### config.mk
export PLATFORM = sky130hd
export DESIGN_NAME = raster_setup_sched
export DESIGN_NICKNAME = d
export VERILOG_FILES = /design/src/rtl/raster_setup_sched.sv
export SDC_FILE = /design/constraint.sdc
export NUM_CORES = 2
export LEC_CHECK = 0
export BUFFER_PORTS_ARGS = -buffer_cell sky130_fd_sc_hd__buf_2
export CAP_MARGIN = 20
export CORE_ASPECT_RATIO = 1.5
export CORE_UTILIZATION = 60
export DETAILED_ROUTE_END_ITERATION = 12
export PLACE_DENSITY = 0.78
export SYNTH_ARGS = -nofsm -noshare
export SYNTH_HDL_FRONTEND = slang
export SYNTH_SLANG_ARGS = --single-unit
### constraint.sdc
create_clock -name clk -period 8.5 [get_ports clk]
set_input_delay 1.7 -clock clk [delete_from_list [all_inputs] [get_ports clk]]
set_output_delay 1.7 -clock clk [all_outputs]
set_load 0.03 [all_outputs]
### src/rtl/raster_setup_sched.sv
// Per-line / per-frame setup scheduler: shadow -> active -> working banks for edge and bary inits.
// Optional RASTER_SETUP_OVR_EN adds ovr_cnt, counting commits that overwrite a still-pending frame.
module raster_setup_sched #(
  parameter int unsigned H_ACTIVE = 640,
  parameter int unsigned H_TOTAL  = 800,
  parameter int unsigned V_ACTIVE = 480,
  parameter int unsigned V_TOTAL  = 525
) (
  input  logic        clk,
  input  logic        reset,
  input  logic [9:0]  x,
  input  logic [9:0]  y,
  input  logic        cfg_valid,
  output logic        cfg_ready,
  input  logic [4:0]  cfg_addr,
  input  logic [21:0] cfg_data,
  input  logic        cfg_commit,
  output logic        frame_ack,
  output logic [19:0] e0_init_t1,
  output logic [19:0] e1_init_t1,
  output logic [19:0] e2_init_t1,
  output logic [19:0] e0_init_t2,
  output logic [19:0] e1_init_t2,
  output logic [19:0] e2_init_t2,
  output logic [21:0] bar_iy,
  output logic [21:0] bar_iz,
  output logic [21:0] bar2_iy,
  output logic [21:0] bar2_iz
`ifdef RASTER_SETUP_OVR_EN
  ,
  output logic [7:0]  ovr_cnt
`endif
);

  localparam int unsigned NumWords = 20;
  localparam int unsigned NumWork  = 10;
  localparam int unsigned NumEdge  = 6;

  // All ten steps must finish before the raster latch column.
  if (H_ACTIVE + NumWork + 1 > H_TOTAL - 1) begin : g_timing_check
    $error("hblank too short for the step sequence");
  end

  typedef enum logic [1:0] {StIdle, StCopy, StLoad, StStep} state_e;

  state_e      state_q;
  logic [3:0]  idx_q;
  logic        pending_q, pending_d;
  logic [21:0] shadow_q [NumWords];
  logic [21:0] active_q [NumWords];
  logic [21:0] work_q   [NumWork];

  logic        frame_trig, line_trig, copy_en, cfg_we;
  logic [21:0] cfg_wdata, sum, step_res;
  logic [4:0]  step_sel;

  always_comb begin
    frame_trig = (y == 10'(V_TOTAL - 1)) && (x == 10'(H_ACTIVE));
    line_trig  = (y < 10'(V_ACTIVE - 1)) && (x == 10'(H_ACTIVE));
    copy_en    = (state_q == StCopy) && pending_q;
    // A commit in the copy cycle belongs to the next frame, so it keeps pending set.
    pending_d  = cfg_commit | (pending_q & ~copy_en);
    cfg_ready  = (state_q != StCopy);
    frame_ack  = copy_en;
    cfg_we     = cfg_valid && cfg_ready && (cfg_addr < 5'(NumWords));
    cfg_wdata  = (cfg_addr < 5'd12) ? {{2{cfg_data[19]}}, cfg_data[19:0]} : cfg_data;
    // Working index k takes its step from word k+6 (edges) or k+10 (bary).
    step_sel   = (idx_q < 4'(NumEdge)) ? {1'b0, idx_q} + 5'd6 : {1'b0, idx_q} + 5'd10;
    sum        = work_q[idx_q] + active_q[step_sel];
    step_res   = (idx_q < 4'(NumEdge)) ? {{2{sum[19]}}, sum[19:0]} : sum;
  end

`ifdef RASTER_SETUP_OVR_EN
  logic [7:0] ovr_q;
  assign ovr_cnt = ovr_q;
`endif

  always_ff @(posedge clk) begin
    if (reset) begin
      for (int i = 0; i < NumWords; i++) begin
        shadow_q[i] <= '0;
        active_q[i] <= '0;
      end
      for (int i = 0; i < NumWork; i++) work_q[i] <= '0;
      state_q   <= StIdle;
      idx_q     <= '0;
      pending_q <= 1'b0;
`ifdef RASTER_SETUP_OVR_EN
      ovr_q     <= '0;
`endif
    end else begin
      pending_q <= pending_d;
      if (cfg_we) shadow_q[cfg_addr] <= cfg_wdata;
`ifdef RASTER_SETUP_OVR_EN
      if (cfg_commit && pending_q && !copy_en && (ovr_q != 8'hFF)) ovr_q <= ovr_q + 8'd1;
`endif
      unique case (state_q)
        StIdle: begin
          if (frame_trig) begin
            state_q <= StCopy;
          end else if (line_trig) begin
            state_q <= StStep;
            idx_q   <= '0;
          end
        end
        StCopy: begin
          if (pending_q) active_q <= shadow_q;
          state_q <= StLoad;
        end
        StLoad: begin
          for (int i = 0; i < NumEdge; i++) work_q[i] <= active_q[i];
          for (int i = NumEdge; i < NumWork; i++) work_q[i] <= active_q[i + 6];
          state_q <= StIdle;
        end
        StStep: begin
          work_q[idx_q] <= step_res;
          if (idx_q == 4'(NumWork - 1)) begin
            state_q <= StIdle;
            idx_q   <= '0;
          end else begin
            idx_q <= idx_q + 4'd1;
          end
        end
        default: state_q <= StIdle;
      endcase
    end
  end

  assign e0_init_t1 = work_q[0][19:0];
  assign e1_init_t1 = work_q[1][19:0];
  assign e2_init_t1 = work_q[2][19:0];
  assign e0_init_t2 = work_q[3][19:0];
  assign e1_init_t2 = work_q[4][19:0];
  assign e2_init_t2 = work_q[5][19:0];
  assign bar_iy     = work_q[6];
  assign bar_iz     = work_q[7];
  assign bar2_iy    = work_q[8];
  assign bar2_iz    = work_q[9];

endmodule
# [After elaboration in Yosys (flattened, before gate mapping)]
# Memory sizes are Yosys's and may differ from the RTL's. A register that Yosys moved wholly into a read port is not among the register bits.
# Index checks and enable logic that the tools add are counted.
[totals] output_inout_bits=210 ff_bits=887 mem_bits_rw=220 word_cells=133 memories=1 inputBits=51
[memory_table] name="work_q" depth=10 width=22 read_ports=11 rd_clocked_by_memory_dff=1 wr=10 line="51" source="logic [21:0] work_q [NumWork];"
[classes] n_addsub=4 mux=40 n_eq_ne=11 order_cmp=7 n_reduce_logical=12 bitwise_logic=15
[op_table] cell="$bwmux W440" count=1
[op_table] cell="$mux W22" count=16
[op_table] cell="$bmux W22 S5" count=1
[op_table] cell="$demux W22 S5" count=1
[op_table] cell="$mux W4" count=6
[op_table] cell="$add A22 B22 Y22" count=1
[op_table] cell="$reduce_or A22 Y1" count=1
[op_table] cell="$eq A10 B10 Y1 const B" count=2
[op_table] cell="$ge A6 B6 Y1 const B" count=2
[op_table] cell="$not A5 Y6" count=2
[op_table] cell="$or A1 B1 Y1" count=11
[op_table] cell="$lt A10 B9 Y1 const B" count=1
[op_table] cell="$mux W1" count=9
[op_table] cell="$pmux W2 S4" count=1
[op_table] cell="$pmux W4 S2" count=1
[op_table] cell="$logic_and A1 B1 Y1" count=6
[op_table] cell="$lt A6 B1 Y1 const B" count=1
[op_table] cell="$mux W2" count=3
[op_table] cell="$ne A2 B2 Y1 const B" count=3
[op_table] cell="$add A4 B3 Y5 const B" count=1
[op_table] cell="$add A4 B4 Y5 const B" count=1
[op_table] cell="$lt A5 B4 Y1 const B" count=1
[op_table] cell="$lt A5 B5 Y1 const B" count=1
[op_table] cell="$mux W5" count=1
[op_table] cell="13 further kinds" count=15

# [Logic depth before layout (Yosys ltp)]
[depth] depth_word=9 depth_mapped=22 depth_no_buf=16

# [Worst setup path after synthesis]
# No wires, ideal clock.
[synth_timing] kind="flip-flop to flip-flop" from="reg idx_q[1]" to="mem work_q[0][10], data pin" path_stages_with_launch=22 synth_period_minus_slack_ns=6.049 t_required_ns=8.367 n_path_buf=7 setup_ns=0.133 arrival_time_ns=5.916 setup_slack_ns=2.451 path_cell_list="dfxtp_1 buf_2 buf_2 buf_2 clkbuf_1 a21oi_1 fa_1 buf_1 clkbuf_1 mux4_2 a22o_1 ha_1 fa_1 a21o_1 a211oi_1 o21bai_1 a211oi_1 o21bai_1 a21oi_1 xnor2_1 clkbuf_1 a22o_1"
[synth_lines] item="start: declaration" line="47" source="logic [3:0] idx_q;"
[synth_lines] item="start signal: assignment" line="121" source="idx_q <= idx_q + 4'd1;"
[synth_lines] item="end: declaration" line="51"

==> flow_summary.yaml <==
clock_network:
  clockBufferDepth: 3
  cts_setup_buffers: 0
  cts_tree: "done"
  numCtsBuffers: 107
  htree_levels: 3
  cts.repair.resized: 0
  clock-sinks: 1243
  root_buffer: "clkbuf_16"
  clk_latency_ns: 0.76
  holdBufCountCts: 0
  clkSlewWorstSetupHoldPaths_ns: 0.07
synth:
  syn_area_mm2: 0.0515
  synth-seq-cells: 1243
  ys_async_sr_fraction_pct: 0
  ys_warn_count: 0
  synth_nets: 5342
  synth_edf_count: 352
  ys_seq_area_share_pct: 55.2
  syn-instance-count: 5267
  ys.flop_type: "dfxtp_1"
  ys_types: 54
  avgSynthCellArea_um2: 9.77
sta:
  rsz0062_at_grt: "no"
  postLayoutSetupSlackWorst_ns: 1.57
  setup_viol: 0
  hold_viol_final: 0
  period_minus_slack_ns: 6.93
  min_period_over_period_pct: 81.6
  slew_violations: 0
  fin_tns_setup_ns: 0
  maxSlewHeadroom_pct: 14.7
  tightest_slew_ns: 1.28
  final.setup_skew_ns: 0.0497
  max_freq_ghz: 0.144
worst_setup_path:
  critPathKind: "reg -> reg"
  cp-startpoint: "idx_q[1]"
  cp_cell_sequence: "a21oi_1, fa_1, buf_4, mux4_2, a22o_1, ha_1, o21a_1, o21ai_0, a21boi_0, o21ai_0, a21oi_1, mux2i_1, a21oi_1, a21o_1"
  cp_slowest_cell: "fa_1"
  crit_top_cell: "a21oi_1"
  critPathBufInv: 1
  critPathMaxFanout: 51
  critPathMaxStageDelay_ns: 1.12
  arrival_ns: 7.43
  end_kind: "flip-flop"
  reg2reg_from: "idx_q[1]"
  required_ns: 9.00
  path_delay_family: "compound AO/OA/AOI/OAI gates"
  start_kind: "flip-flop"
pwr:
  powerDensity_mw_per_mm2: 207
  p_leak_nw: 18.6
  ir_worst_vdd_mv: 0.169
floorplanning:
  die_h_um: 361
  rows: 131
  die_w_um: 241
  core_area_mm2: 0.0849
  die-area_mm2: 0.0870
  start_util_pct: 60.6
  ioPinCount: 261
placement:
  hpwl_um: 124000
  place.gp.congestion: 1.05
  numPortBuffers: 260
  place_ws_ns: 1.73
min_path:
  hp-start: "shadow_q[93]"
  hold_class: "reg -> reg"
detailed_routing:
  wl_per_cell_um: 28.6
  drc: 0
  drtAntennaViolNets: 0
  vias_per_cell: 6.43
  drt-total-wl_um: 184000
  first_pass_iters: 8
  drtIter0Drc: 6642
  vias: 41300
grt:
  antenna_found_initial: 39
  grt_use_total_pct: 42.6
  grt_max_degree: 244
  grt_pass1_vias: 37600
  grt_overflow: 0
  grt_pass1_wl_um: 264000
layout:
  nFillCells: 6600
  drive_gt1_share_pct: 15.1
  mostFrequentLayoutCells: "nand2_1 (1781), dfxtp_1 (887), a21oi_1 (877)"
  final_common_cell: "nand2_1"
  fin_util_pct: 66.2
  num-nets-final: 5249
  syn2layout_area_growth_pct: 9.17
job:
  cap_viol_max_count: 0
status:
  status: "completed"
[synthesized netlist by cell type (6+ instances only)]
library cell  number  area, µm²
ha_1              22        275
buf_2             37        185
nand4_1           11       68.8
nor3_1            11       55.1
xnor2_1           14        123
o21ai_0           90        450
nor2_1            85        319
buf_1             14       52.6
xor2_1             8       70.1
a22o_1           155       1360
o21a_1            40        300
a21o_1            15        113
a211oi_1          20        150
nand3_1           14       70.1
inv_1             14       52.6
dfxtp_1          891      17800
buf_4            120        901
and2_1             6       37.5
mux4_2           242       5450
a21oi_1          877       4390
clkbuf_1         381       1430
nand2_1         1781       6690
edfxtp_1         352      10600
[cell families after synthesis]
| logic type | synth area share [%] |
|---|---|
| adder cells (fa/ha/maj) | 0.613 |
| buffers and inverters | 5.11 |
| AND/OR/NAND/NOR | 14.5 |
| multiplexers | 10.7 |
| AO/OA/AOI/OAI | 13.5 |
| flip-flops | 55.2 |
| XOR/XNOR | 0.374 |
[worst paths after layout]
kind	end	slack (ns)	depth (start not counted)
hold / removal	active_q[93]	0.41	2
setup reg to reg	work_q[6][18]	1.57	14
hold reg to reg	active_q[93]	0.41	2
setup / recovery	work_q[6][18]	1.57	14
[cell type report]
| cell class | instances | area (µm²) | area share [%] |
|---|---|---|---|
| multi-input cells | 3456 | 20500 | 36.5 |
| flip-flops and latches | 1243 | 28400 | 50.6 |
| clock buffers | 142 | 3000 | 5.34 |
| diodes | 30 | 75.1 | 0.134 |
| inverters | 15 | 63.8 | 0.114 |
| well taps | 1130 | 1410 | 2.52 |
| repair buffers | 351 | 2100 | 3.74 |
| clock inverters | 54 | 583 | 1.04 |
[worst min-delay path: stages (launching register included)]
cell	delay [ns]
dfxtp_1	0.31
nand2_1	0.05
a21oi_1	0.05
[registers in the layout (all words and copies together) (netlist names), named ones only]
register,cells
pending_q,1
shadow_q,440
active_q,440
idx_q,4
work_q,352
state_q,2
[power breakdown]
group          leakage [nW]  internal [W]  total [W]  switching (W)
logic                  6.22     0.0000852   0.000435       0.000350
clock network          1.75       0.00279    0.00503        0.00224
registers              10.6       0.00612    0.00618      0.0000546
total                  18.6       0.00900     0.0116        0.00265
[metrics by stage]
| step | hold WS, ns | instance area [µm²] | power, W | instances |
|---|---|---|---|---|
| finish | 0.414 | 56200 | 0.0116 | 6421 |
| global route | 0.440 | 56100 | 0.0119 | 6394 |
| CTS | 0.418 | 56100 | 0.0116 | 6388 |
| detailed placement | 0.441 | 52500 | 0.00671 | 6192 |
| global placement | 0.434 | 52400 | 0.00671 | 6189 |
| floorplan | 0.432 | 51500 | 0.00655 | 5267 |
[per-layer routing]
metal  global-route usage, %  part of all wire (%)  vias up
li1                        -                     -    17900
met1                    49.6                    33    19500
met2                    59.8                    43     3119
met3                    18.3                    14      784
met4                    36.5                   9.8       34
met5                    1.09                  0.19        -
No activity file was read; power rests on OpenSTA's default activity.
